`config.mk`:
```
export PLATFORM = sky130hd
export DESIGN_NAME = alarma_ctrl
export DESIGN_NICKNAME = d
export VERILOG_FILES = /design/src/rtl/alarma_ctrl.sv
export SDC_FILE = /design/constraint.sdc
export NUM_CORES = 1
export LEC_CHECK = 0
export BUFFER_PORTS_ARGS = -buffer_cell sky130_fd_sc_hd__buf_4
export CAP_MARGIN = 10
export CORE_AREA = 2 2 57 59
export CTS_CLUSTER_SIZE = 40
export DETAILED_ROUTE_END_ITERATION = 8
export DIE_AREA = 0 0 59 61
export GPL_ROUTABILITY_DRIVEN = 0
export REMOVE_ABC_BUFFERS = 1
export SYNTH_ARGS = -nofsm -noshare
export SYNTH_HDL_FRONTEND = slang
export SYNTH_SLANG_ARGS = --single-unit
```
`constraint.sdc`:
```
create_clock -name clk -period 1.9 [get_ports clk]
set_input_delay 0.475 -clock clk [delete_from_list [all_inputs] [get_ports clk]]
set_output_delay 0.475 -clock clk [all_outputs]
set_load 0.01 [all_outputs]
```
`src/rtl/alarma_ctrl.sv`:
```
// -----------------------------------------------------------------------------
// alarma_ctrl - RTC alarm sequencer
//
// On every one-second tick the current BCD time is compared against the
// programmed alarm hour/minute (at second 00). A match starts the ringing
// phase, which drives the VGA ring icon (activar_alarma) and a 0.5 Hz buzzer
// square wave. Ringing ends on stop, alarm disarm, or after RING_SECONDS
// ticks. With snooze enabled, a snooze press parks the sequencer for
// SNOOZE_SECONDS ticks and then rings again.
//
// Build option:
//   ALARMA_SNOOZE_EN  defined     -> SNOOZE state and btn_snooze active
//                     not defined -> btn_snooze ignored, SNOOZE unreachable
//
// Parameters:
//   RING_SECONDS    ticks of ringing before automatic stop (1..511)
//   SNOOZE_SECONDS  snooze length in ticks (1..511)
//
// Ports:
//   clk             system clock
//   reset           asynchronous reset, active low
//   tick_1s         one-cycle pulse per second
//   hora_bcd        current hours, BCD
//   min_bcd         current minutes, BCD
//   seg_bcd         current seconds, BCD
//   alarm_hora_bcd  programmed alarm hours, BCD
//   alarm_min_bcd   programmed alarm minutes, BCD
//   alarm_en        alarm armed (level)
//   btn_stop        debounced stop button level, active high
//   btn_snooze      debounced snooze button level, active high
//   activar_alarma  high while ringing (registered)
//   buzzer          toggles on each tick while ringing (registered)
//   estado          state encoding: 0 IDLE, 1 RINGING, 2 SNOOZE
// -----------------------------------------------------------------------------
module alarma_ctrl #(
    parameter int unsigned RING_SECONDS   = 60,
    parameter int unsigned SNOOZE_SECONDS = 300
) (
    input  logic       clk,
    input  logic       reset,
    input  logic       tick_1s,
    input  logic [7:0] hora_bcd,
    input  logic [7:0] min_bcd,
    input  logic [7:0] seg_bcd,
    input  logic [7:0] alarm_hora_bcd,
    input  logic [7:0] alarm_min_bcd,
    input  logic       alarm_en,
    input  logic       btn_stop,
    input  logic       btn_snooze,
    output logic       activar_alarma,
    output logic       buzzer,
    output logic [1:0] estado
);

    typedef enum logic [1:0] {
        ST_IDLE    = 2'd0,
        ST_RINGING = 2'd1,
        ST_SNOOZE  = 2'd2,
        ST_ILLEGAL = 2'd3
    } state_t;

    localparam logic [8:0] RING_CNT = 9'(RING_SECONDS);

    state_t     r_state;
    logic [8:0] r_cnt;
    logic       r_stop_q;
    logic       r_stop_p;
    logic       w_match;
    logic       w_cnt_last;

    // Alarm fires only at second 00 of the matching minute, so arming
    // mid-minute waits for the next occurrence.
    assign w_match = tick_1s && alarm_en &&
                     (hora_bcd == alarm_hora_bcd) &&
                     (min_bcd  == alarm_min_bcd)  &&
                     (seg_bcd  == 8'h00);

    assign w_cnt_last = (r_cnt == 9'd1);

    // The state register itself is the debug encoding, so estado is registered.
    assign estado = r_state;

    // Button edge detectors. The delay flops reset to 1 so a button held
    // through reset release does not look like a fresh press. The pulse is
    // registered, giving press-to-state latency of two edges.
    // NOTE: all sequential state uses non-blocking (<=) assignments so every
    // flop samples pre-edge values regardless of statement order.
    always_ff @(posedge clk or negedge reset) begin
        if (!reset) begin
            r_stop_q <= 1'b1;
            r_stop_p <= 1'b0;
        end else begin
            r_stop_q <= btn_stop;
            r_stop_p <= btn_stop & ~r_stop_q;
        end
    end

`ifdef ALARMA_SNOOZE_EN
    localparam logic [8:0] SNOOZE_CNT = 9'(SNOOZE_SECONDS);

    logic r_snooze_q;
    logic r_snooze_p;

    always_ff @(posedge clk or negedge reset) begin
        if (!reset) begin
            r_snooze_q <= 1'b1;
            r_snooze_p <= 1'b0;
        end else begin
            r_snooze_q <= btn_snooze;
            r_snooze_p <= btn_snooze & ~r_snooze_q;
        end
    end
`else
    // Snooze is compiled out; these inputs are intentionally unconnected.
    logic w_unused_snooze;
    assign w_unused_snooze = &{1'b0, btn_snooze, SNOOZE_SECONDS[0]};
`endif

    // Sequencer with registered outputs. Outputs default to 0 and are only
    // raised on paths that end in (or stay in) RINGING, so every exit from
    // RINGING forces the buzzer low on the same edge.
    always_ff @(posedge clk or negedge reset) begin
        if (!reset) begin
            r_state        <= ST_IDLE;
            r_cnt          <= 9'd0;
            activar_alarma <= 1'b0;
            buzzer         <= 1'b0;
        end else begin
            activar_alarma <= 1'b0;
            buzzer         <= 1'b0;
            case (r_state)
                ST_IDLE: begin
                    if (w_match) begin
                        r_state        <= ST_RINGING;
                        r_cnt          <= RING_CNT;
                        activar_alarma <= 1'b1;
                    end
                end

                ST_RINGING: begin
                    if (!alarm_en || r_stop_p) begin
                        r_state <= ST_IDLE;
`ifdef ALARMA_SNOOZE_EN
                    end else if (r_snooze_p) begin
                        r_state <= ST_SNOOZE;
                        r_cnt   <= SNOOZE_CNT;
`endif
                    end else if (tick_1s && w_cnt_last) begin
                        r_state <= ST_IDLE;
                    end else begin
                        activar_alarma <= 1'b1;
                        buzzer         <= buzzer ^ tick_1s;
                        if (tick_1s) begin
                            r_cnt <= r_cnt - 9'd1;
                        end
                    end
                end

`ifdef ALARMA_SNOOZE_EN
                ST_SNOOZE: begin
                    if (!alarm_en || r_stop_p) begin
                        r_state <= ST_IDLE;
                    end else if (tick_1s && w_cnt_last) begin
                        r_state        <= ST_RINGING;
                        r_cnt          <= RING_CNT;
                        activar_alarma <= 1'b1;
                    end else if (tick_1s) begin
                        r_cnt <= r_cnt - 9'd1;
                    end
                end
`endif

                // Unused encodings (and SNOOZE when compiled out) recover to IDLE.
                default: begin
                    r_state <= ST_IDLE;
                end
            endcase
        end
    end

endmodule

```
After elaboration in Yosys (flattened, before gate mapping)
Index checks and enable logic that the tools add are counted.
- bits in registers: 15
- bits of input ports: 46
- output and inout bits: 4
- word-level logic and storage cells: 47
- $add $sub $neg: 1
- equal/unequal tests: 9
- multiplexer cells: 16
- bitwise gates (word level): 3
- reductions and logical operators: 12
- operator list (kind ; number):
    two-way mux 9 bit ; 4
    case mux 9 bit (2 select lines) ; 1
    == test 8 bit ; 2
    == test 9 x 1 -> 1 bit, second input constant ; 1
    subtractor 9 x 1 -> 9 bit, second input constant ; 1
    logical NOT 8 bit ; 1
    inequality test 2 bit, second input constant ; 4
    two-way mux 1 bit ; 6
    two-way mux 2 bit ; 3
    logical AND 1 bit ; 5
    AND reduction 5 bit ; 1
    case mux 2 bit (2 select lines) ; 1
    inequality test 3 bit, second input constant ; 1
    == test 2 x 1 -> 1 bit, second input constant ; 1
    logical NOT 2 bit ; 1
    case mux 1 bit (2 select lines) ; 1
    AND reduction 2 bit ; 1
    nonzero test 2 bit ; 1
    bitwise AND 1 bit ; 1
    logical NOT 1 bit ; 1
    logical OR 1 bit ; 1
    NOT 1 bit ; 1
    bitwise XOR 1 bit ; 1

Longest topological paths before layout
Gate-level depths: netlist of the first run.
- word-level depth: 6
- gate-level depth with buffers: 7
- mapped depth without buffers: 7

Worst setup path before layout of the first run
Ideal clock, no wire load.
- path type: input-to-reg
- start: input port seg_bcd[1]
- end: register r_cnt[7]
- setup time: 0.137 ns
- data arrival time: 1.663 ns
- required time: 1.763 ns
- path slack: 0.100 ns
- stages: 5
- path buffers: 0
- cells stage by stage: nor4_2 nand4_1 or3_4 nor4_4 o21ai_0
- cells in the longest elaborated chain, start to end: 4
- RTL lines (what ; RTL line ; text):
    start: declaration ; 44 ; input logic [7:0] seg_bcd,
    logical NOT 8 bit ; 76 ; (seg_bcd == 8'h00);
    logical AND 1 bit ; 75 ; (min_bcd == alarm_min_bcd) &&
    inequality test 2 bit (no source line) ; n/a ;
    AND reduction 5 bit (no source line) ; n/a ;
    end signal: assignment ; 154 ; r_cnt <= r_cnt - 9'd1;
    end: declaration ; 65 ; logic [8:0] r_cnt;
Every way passes these cells.
A chain may end at the register's enable or synchronous reset.

Worst setup path in the final report of the first run
Ends and elaborated chain as after synthesis.

==> key figures, run 1 <==
Timing
  • Unrepaired setup endpoints after global routing: false
  • Setup violators final: 0
  • Final setup margin: 150 ps
  • Crit share post-route: 92.1%
  • Minimum clock period after layout: 1750 ps
  • Worst-margin pin slew: 544 ps
  • Worst setup skew after layout: 7.85 ps
  • Fmax: 572 MHz
  • Worst slew margin: 63.4%
  • Slew Limit Fails: 0
  • Final Hold Fails: 0
  • Total negative slack: 0 ps

Synthesis
  • Largest family of logic cells by synthesized area: simple AND/OR/NAND/NOR gates
  • Synthesis-stage register bit count: 14
  • Simple-gate share of the synthesized area: 29.6%
  • Area of the mapped netlist: 1000 µm²
  • Fraction of registers with async set or reset after synthesis: 100%
  • Multiplexer share of the synthesized area: 3.12%
  • Yosys warns: 0
  • Seq/Total Area, Yosys: 35.0%
  • Post-synthesis adder-cell area fraction: 2.49%
  • Synth unique cells: 34
  • Top FF cell, synth: dfrtp_1
  • Synth Area in XOR/XNOR: 15.7%
  • Syn_area_per_cell: 8.96 µm²
  • Post-synthesis compound-gate area fraction: 9.85%
  • EDFF count, synth: 0
  • Post-Synthesis Cells: 112

Global route
  • First-pass GRT wire length: 4550 µm
  • Overflow after GRT: 0
  • Vias in the first global route: 1044
  • Largest net degree at the start of global routing: 15
  • Aggregate global-route resource usage: 16.5%
  • Initial antenna violation count: 0

Worst setup path
  • Crit path kind: in -> reg
  • CP Max Fanout: 6
  • Slowest cell on the critical path: or3_4
  • Worst path cell trace: buf_4 > nor4_2 > nand4_1 > or3_4 > nor4_4 > buf_4 > o21ai_0
  • Critical Path AT: 1910 ps
  • Worst Setup End Kind: flip-flop
  • Worst setup SP type: input pin
  • Slowest stage delay, CP: 390 ps
  • Most used cell, CP: buf_4
  • Critical path required time: 2060 ps

CTS
  • # H-tree levels: 1
  • CTS Root Cell: clkbuf_4
  • Clock sinks: 14
  • CTS clock-pin slew for the worst setup and hold paths: 90 ps
  • CTS buffer count: 3
  • CTS tree: built
  • Clk Latency, worst-skew pair: 280 ps
  • Clock buffer depth: 2
  • Post-CTS Setup Bufs: 0

Detailed routing
  • Final ANT Viol Nets: 0
  • Via density: 4.93
  • Initial DRC count: 28
  • Via count: 1016
  • DRC viols: 0
  • Drt pass-1 iters: 4
  • Drt wl/cell: 12.3 µm
  • Routed Wire Length: 2540 µm

Floorplan
  • Core area: 2950 µm²
  • Die ar.: 3600 µm²
  • # IOs: 50
  • Initial Utilization: 34.0%
  • Die H: 61 µm
  • Std cell rows: 20
  • Die Width: 59 µm

Cells and area
  • Util after Layout: 51.5%
  • Fillers: 298
  • Layout cell share with drive strength beyond 1: 42.2%
  • Fin nets: 222
  • Inserted Diodes: 0
  • P&R area growth vs syn: 51.6%
  • Final instance area: 1520 µm²

Pwr
  • Comb power frac: 22.8%
  • Seq pwr share: 45.5%
  • PwrDens: 436 nW/µm²
  • Static leakage: 0.713 nW
  • Power share of the clock group: 31.7%
  • Net Sw Frac: 22.9%
  • Psw: 0.152 mW
  • Pint: 0.511 mW
  • Worst-case vdd ir drop: 0.359 mV

Hold path
  • Hold Path Class: in -> async

Place
  • IO Port Bufs: 47
  • Dpl hpwl: 2160 µm
  • Dpl ws: -167 ps
  • Placed inst area: 1480 µm²

Run status
  • Outcome: finished clean

Run
  • Number of max-cap violations: 0
-- cells by family after synthesis --
| logic type | count (synthesis) |
|---|---|
| and+or+nand+nor | 50 |
| buffers and inverters | 9 |
| adders and majority gates | 2 |
| muxes | 3 |
| xor gates and xnor gates | 18 |
| AOI/OAI and AO/OA | 15 |
| other | 1 |
| DFF | 14 |
-- layer usage --
metal  share of wire, %  global-route usage (%)  up-vias
li1                   -                       -      527
met1                 45                    21.9      465
met2                 50                    27.5       22
met3                4.9                    2.77        2
met4               0.39                    5.52        0
met5                  0                       0        -
-- registers in the layout, indices dropped and copies added (netlist names) --
| name | count |
|---|---|
| activar_alarma | 1 |
| buzzer | 1 |
| estado | 1 |
| r_cnt | 9 |
| r_stop_p | 1 |
| r_stop_q | 1 |
-- cell usage in the layout (no fill, tap or decap), types with 2 or more instances in the layout --
| cell type | instances |
|---|---|
| buf_4 | 59 |
| xnor2_1 | 17 |
| dfrtp_1 | 13 |
| nand2_1 | 8 |
| nand4_1 | 8 |
| inv_1 | 7 |
| nor3_1 | 7 |
| nor2_1 | 6 |
| nand3_1 | 5 |
| nor4_1 | 4 |
| a31oi_1 | 4 |
| or2_2 | 3 |
| o21ai_0 | 3 |
| clkbuf_4 | 3 |
| a211oi_1 | 2 |
| mux2i_1 | 2 |
| o31a_1 | 2 |
| ha_1 | 2 |
-- cell usage after synthesis (all sizes together) (3+ instances only) --
cell	instances	area share [%]
dfrtp	13	32
xnor2	17	15
nor4	6	5.9
a31oi	4	2.5
nand2	8	3.0
inv	7	2.6
nand3	5	2.5
o21ai	3	1.5
nand4	8	5.0
nor3	7	3.5
or2	3	1.9
nor2	6	2.2
-- area by class of cell --
type	count	area (µm²)	share of cell area (%)
clock buffers	4	36.3	2.38
repair buffers	59	443	29.1
multi-input cells	89	623	41.0
well taps	33	41.3	2.71
inverters	7	26.3	1.73
flip-flops and latches	14	352	23.1
-- final timing paths --
check / end / depth (start not counted) / slack, ps / startpoint
setup / recovery: r_cnt[7] / 7 / 150 / seg_bcd[1]
hold / removal: r_cnt[6] / 1 / 30 / reset
setup reg to reg: r_cnt[8] / 6 / 200 / r_cnt[7]
hold reg to reg: r_stop_p / 1 / 490 / r_stop_q
max in group asynchronous: r_stop_q / 1 / 1620 / reset
min in group clk: r_stop_q / 1 / 310 / btn_stop
-- per-stage QoR --
step	cells	hold WS, ps	total power [mW]
after detailed placement	202	334	0.459
after CTS	206	25.4	0.672
after global placement	202	334	0.458
final	206	29.7	0.663
after floorplan	110	179	0.357
after global routing	206	30.9	0.696
-- power groups by stage --
stage / Clock [mW] / Sequential (mW) / Combinational, mW
3_3_place_gp: 0 / 0.307 / 0.150
5_1_grt: 0.228 / 0.302 / 0.167
4_1_cts: 0.218 / 0.301 / 0.153
3_5_place_dp: 0 / 0.307 / 0.152
2_1_floorplan: 0 / 0.307 / 0.0502
6_report: 0.210 / 0.301 / 0.152
-- critical path: cells and delay by family --
| family | cells | cell delay [ps] |
|---|---|---|
| simple gates | 4 | 1070 |
| compound gates | 1 | 90 |
| buf+inv | 2 | 290 |
-- repair_timing --
action	in CTS	in global routing
hold buffers	0	0
setup endpoints to repair	0	3
hold endpoints to repair	0	0
gates resized for setup	0	2
(Power assumes the default switching activity.)
==> inputs of run 2 (changes only) <==
--- a/config.mk
+++ b/config.mk
@@ -6,12 +6,13 @@
 export NUM_CORES = 1
 export LEC_CHECK = 0
 export BUFFER_PORTS_ARGS = -buffer_cell sky130_fd_sc_hd__buf_4
-export CAP_MARGIN = 10
+export CAP_MARGIN = 20
 export CORE_AREA = 2 2 57 59
 export CTS_CLUSTER_SIZE = 40
 export DETAILED_ROUTE_END_ITERATION = 8
 export DIE_AREA = 0 0 59 61
 export GPL_ROUTABILITY_DRIVEN = 0
+export RECOVER_POWER = 25
 export REMOVE_ABC_BUFFERS = 1
 export SYNTH_ARGS = -nofsm -noshare
 export SYNTH_HDL_FRONTEND = slang
==> key figures, run 2 (synthesis results as in run 1) <==
Run status
  • Outcome: finished clean

CTS
  • CTS tree: built
  • CTS buffer count: 3 (unchanged)
  • CTS Root Cell: clkbuf_4
  • Post-CTS Hold Fix Bufs: 0 (unchanged)
  • Clock sinks: 14 (unchanged)
  • CTS clock-pin slew for the worst setup and hold paths: 90 ps (about the same)
  • Post-CTS sizing: 0 (unchanged)
  • Post-CTS Setup Bufs: 0 (unchanged)
  • Clock buffer depth: 2 (unchanged)
  • # H-tree levels: 1 (unchanged)
  • Clk Latency, worst-skew pair: 280 ps (about the same)

Timing
  • Crit share post-route: 92.2% (+0.11 points)
  • Fmax: 571 MHz (-0.12%)
  • Worst-margin pin slew: 763 ps (+218 ps)
  • Worst slew margin: 49.1% (-14 points)
  • Minimum clock period after layout: 1750 ps (+2.03 ps)
  • Final setup margin: 148 ps (-2.03 ps)
  • Worst setup skew after layout: 7.60 ps (-0.252 ps)
  • Final Hold Fails: 0 (unchanged)
  • Worst hold slack: 233 ps (+203 ps)
  • Slew Limit Fails: 0 (unchanged)
  • Setup violators final: 0 (unchanged)
  • Unrepaired setup endpoints after global routing: false

Cells and area
  • Fin nets: 222 (unchanged)
  • Layout cell share with drive strength beyond 1: 41.6% (-0.58 points)
  • Post-Layout Cell Count: 206 (unchanged)
  • Max reg flops: 9 (unchanged)
  • Fillers: 300 (+0.67%)
  • P&R area growth vs syn: 51.2%
  • Final instance area: 1520 µm² (-0.25%)
  • Most flops, register: r_cnt
  • Most common cell after layout, fill and taps aside: buf_4
  • Most frequent cells in the layout: buf_4 (58), xnor2_1 (17), dfrtp_1 (13), nand2_1 (8), nand4_1 (8)
  • Inserted Diodes: 0 (unchanged)

Pwr
  • Psw: 0.152 mW (about the same)
  • Worst-case vdd ir drop: 0.359 mV (about the same)
  • Power share of the clock group: 31.8% (about the same)
  • PwrDens: 436 nW/µm² (about the same)
  • Comb power frac: 22.7% (about the same)
  • Net Sw Frac: 22.9% (+0.023 points)
  • Pint: 0.510 mW (-0.19%)
  • Static leakage: 0.710 nW (-0.51%)
  • Power Total: 0.662 mW (-0.16%)
  • Seq pwr share: 45.5% (about the same)

Global route
  • Overflow after GRT: 0 (unchanged)
  • Vias in the first global route: 1044 (unchanged)
  • Largest net degree at the start of global routing: 15 (unchanged)
  • Aggregate global-route resource usage: 16.5% (unchanged)
  • Initial antenna violation count: 0 (unchanged)
  • First-pass GRT wire length: 4550 µm (unchanged)

Worst setup path
  • Slowest stage delay, CP: 390 ps (about the same)
  • Critical Path AT: 1920 ps (about the same)
  • WP buf/inv: 2 (unchanged)
  • Critical path required time: 2060 ps (about the same)
  • Slowest cell on the critical path: or3_4
  • Worst setup SP type: input pin
  • Cell family with most CP delay: simple AND/OR/NAND/NOR gates
  • Most used cell, CP: buf_4
  • Worst path cell trace: buf_4 > nor4_2 > nand4_1 > or3_4 > nor4_4 > buf_4 > o21ai_0
  • Crit path kind: in -> reg
  • CP Max Fanout: 6 (unchanged)
  • Worst Setup End Kind: flip-flop

Floorplan
  • Die ar.: 3600 µm² (unchanged)
  • Initial Utilization: 34.0% (unchanged)
  • Std cell rows: 20 (unchanged)
  • Core area: 2950 µm² (unchanged)
  • Die Width: 59 µm (unchanged)
  • # IOs: 50 (unchanged)
  • Die H: 61 µm (unchanged)

Detailed routing
  • Initial DRC count: 31 (+11%)
  • DRC viols: 0 (unchanged)
  • Drt pass-1 iters: 4 (unchanged)
  • Via count: 1023 (+0.69%)
  • Via density: 4.97 (+0.69%)
  • Routed Wire Length: 2530 µm (-0.43%)
  • Drt wl/cell: 12.3 µm (-0.43%)
  • Final ANT Viol Nets: 0 (unchanged)

Place
  • Post-Place Cells: 202 (unchanged)
  • Dpl hpwl: 2160 µm (unchanged)
  • Dpl ws: -167 ps (unchanged)
  • IO Port Bufs: 47 (unchanged)
  • Placed inst area: 1480 µm² (unchanged)

Run
  • Number of max-cap violations: 0 (unchanged)

Hold path
  • Hold Path Class: in -> async
==> run 2: per-stage QoR <==
| stage | utilization (%) | TNS (ps) |
|---|---|---|
| global route | 51.4 | 0 |
| global placement | 50.0 | -661 |
| floorplan | - | 0 |
| CTS | 51.2 | 0 |
| detailed placement | 50.0 | -813 |
| finish | 51.4 | 0 |
==> run 2: worst paths after layout <==
check / startpoint / end / slack [ps] / cells after the start
max in group asynchronous: reset / activar_alarma / 1180 / 1
min in group clk: btn_stop / r_stop_q / 310 / 1
setup reg to reg: r_cnt[7] / r_cnt[8] / 190 / 6
setup / recovery: seg_bcd[1] / r_cnt[7] / 150 / 7
hold / removal: reset / r_cnt[6] / 230 / 1
hold reg to reg: r_stop_q / r_stop_p / 490 / 1
==> run 2: power groups by stage <==
| stage | Clock, mW | Sequential [mW] | Combinational [mW] |
|---|---|---|---|
| final | 0.210 | 0.301 | 0.150 |
| after detailed placement | 0 | 0.307 | 0.152 |
| after global routing | 0.228 | 0.302 | 0.166 |
| after floorplan | 0 | 0.307 | 0.0502 |
| after global placement | 0 | 0.307 | 0.150 |
| after CTS | 0.218 | 0.301 | 0.153 |
==> run 2: final cells by class <==
cell class | instances | area, µm² | share of cell area (%)
sequential | 14 | 352 | 23.2
inverter | 7 | 26.3 | 1.73
clock buffer | 4 | 36.3 | 2.39
timing repair buffer | 59 | 439 | 28.9
tap | 33 | 41.3 | 2.72
multi-input combinational | 89 | 623 | 41.1
==> run 2: per-layer routing <==
layer	routed length (µm)	GRT usage, %	part of all wire [%]	vias up
met4	10	5.52	0.40	0
met5	0	0	0	-
met3	91	2.77	3.6	2
met1	1150	21.9	46	475
met2	1270	27.5	50	17
li1	-	-	-	529
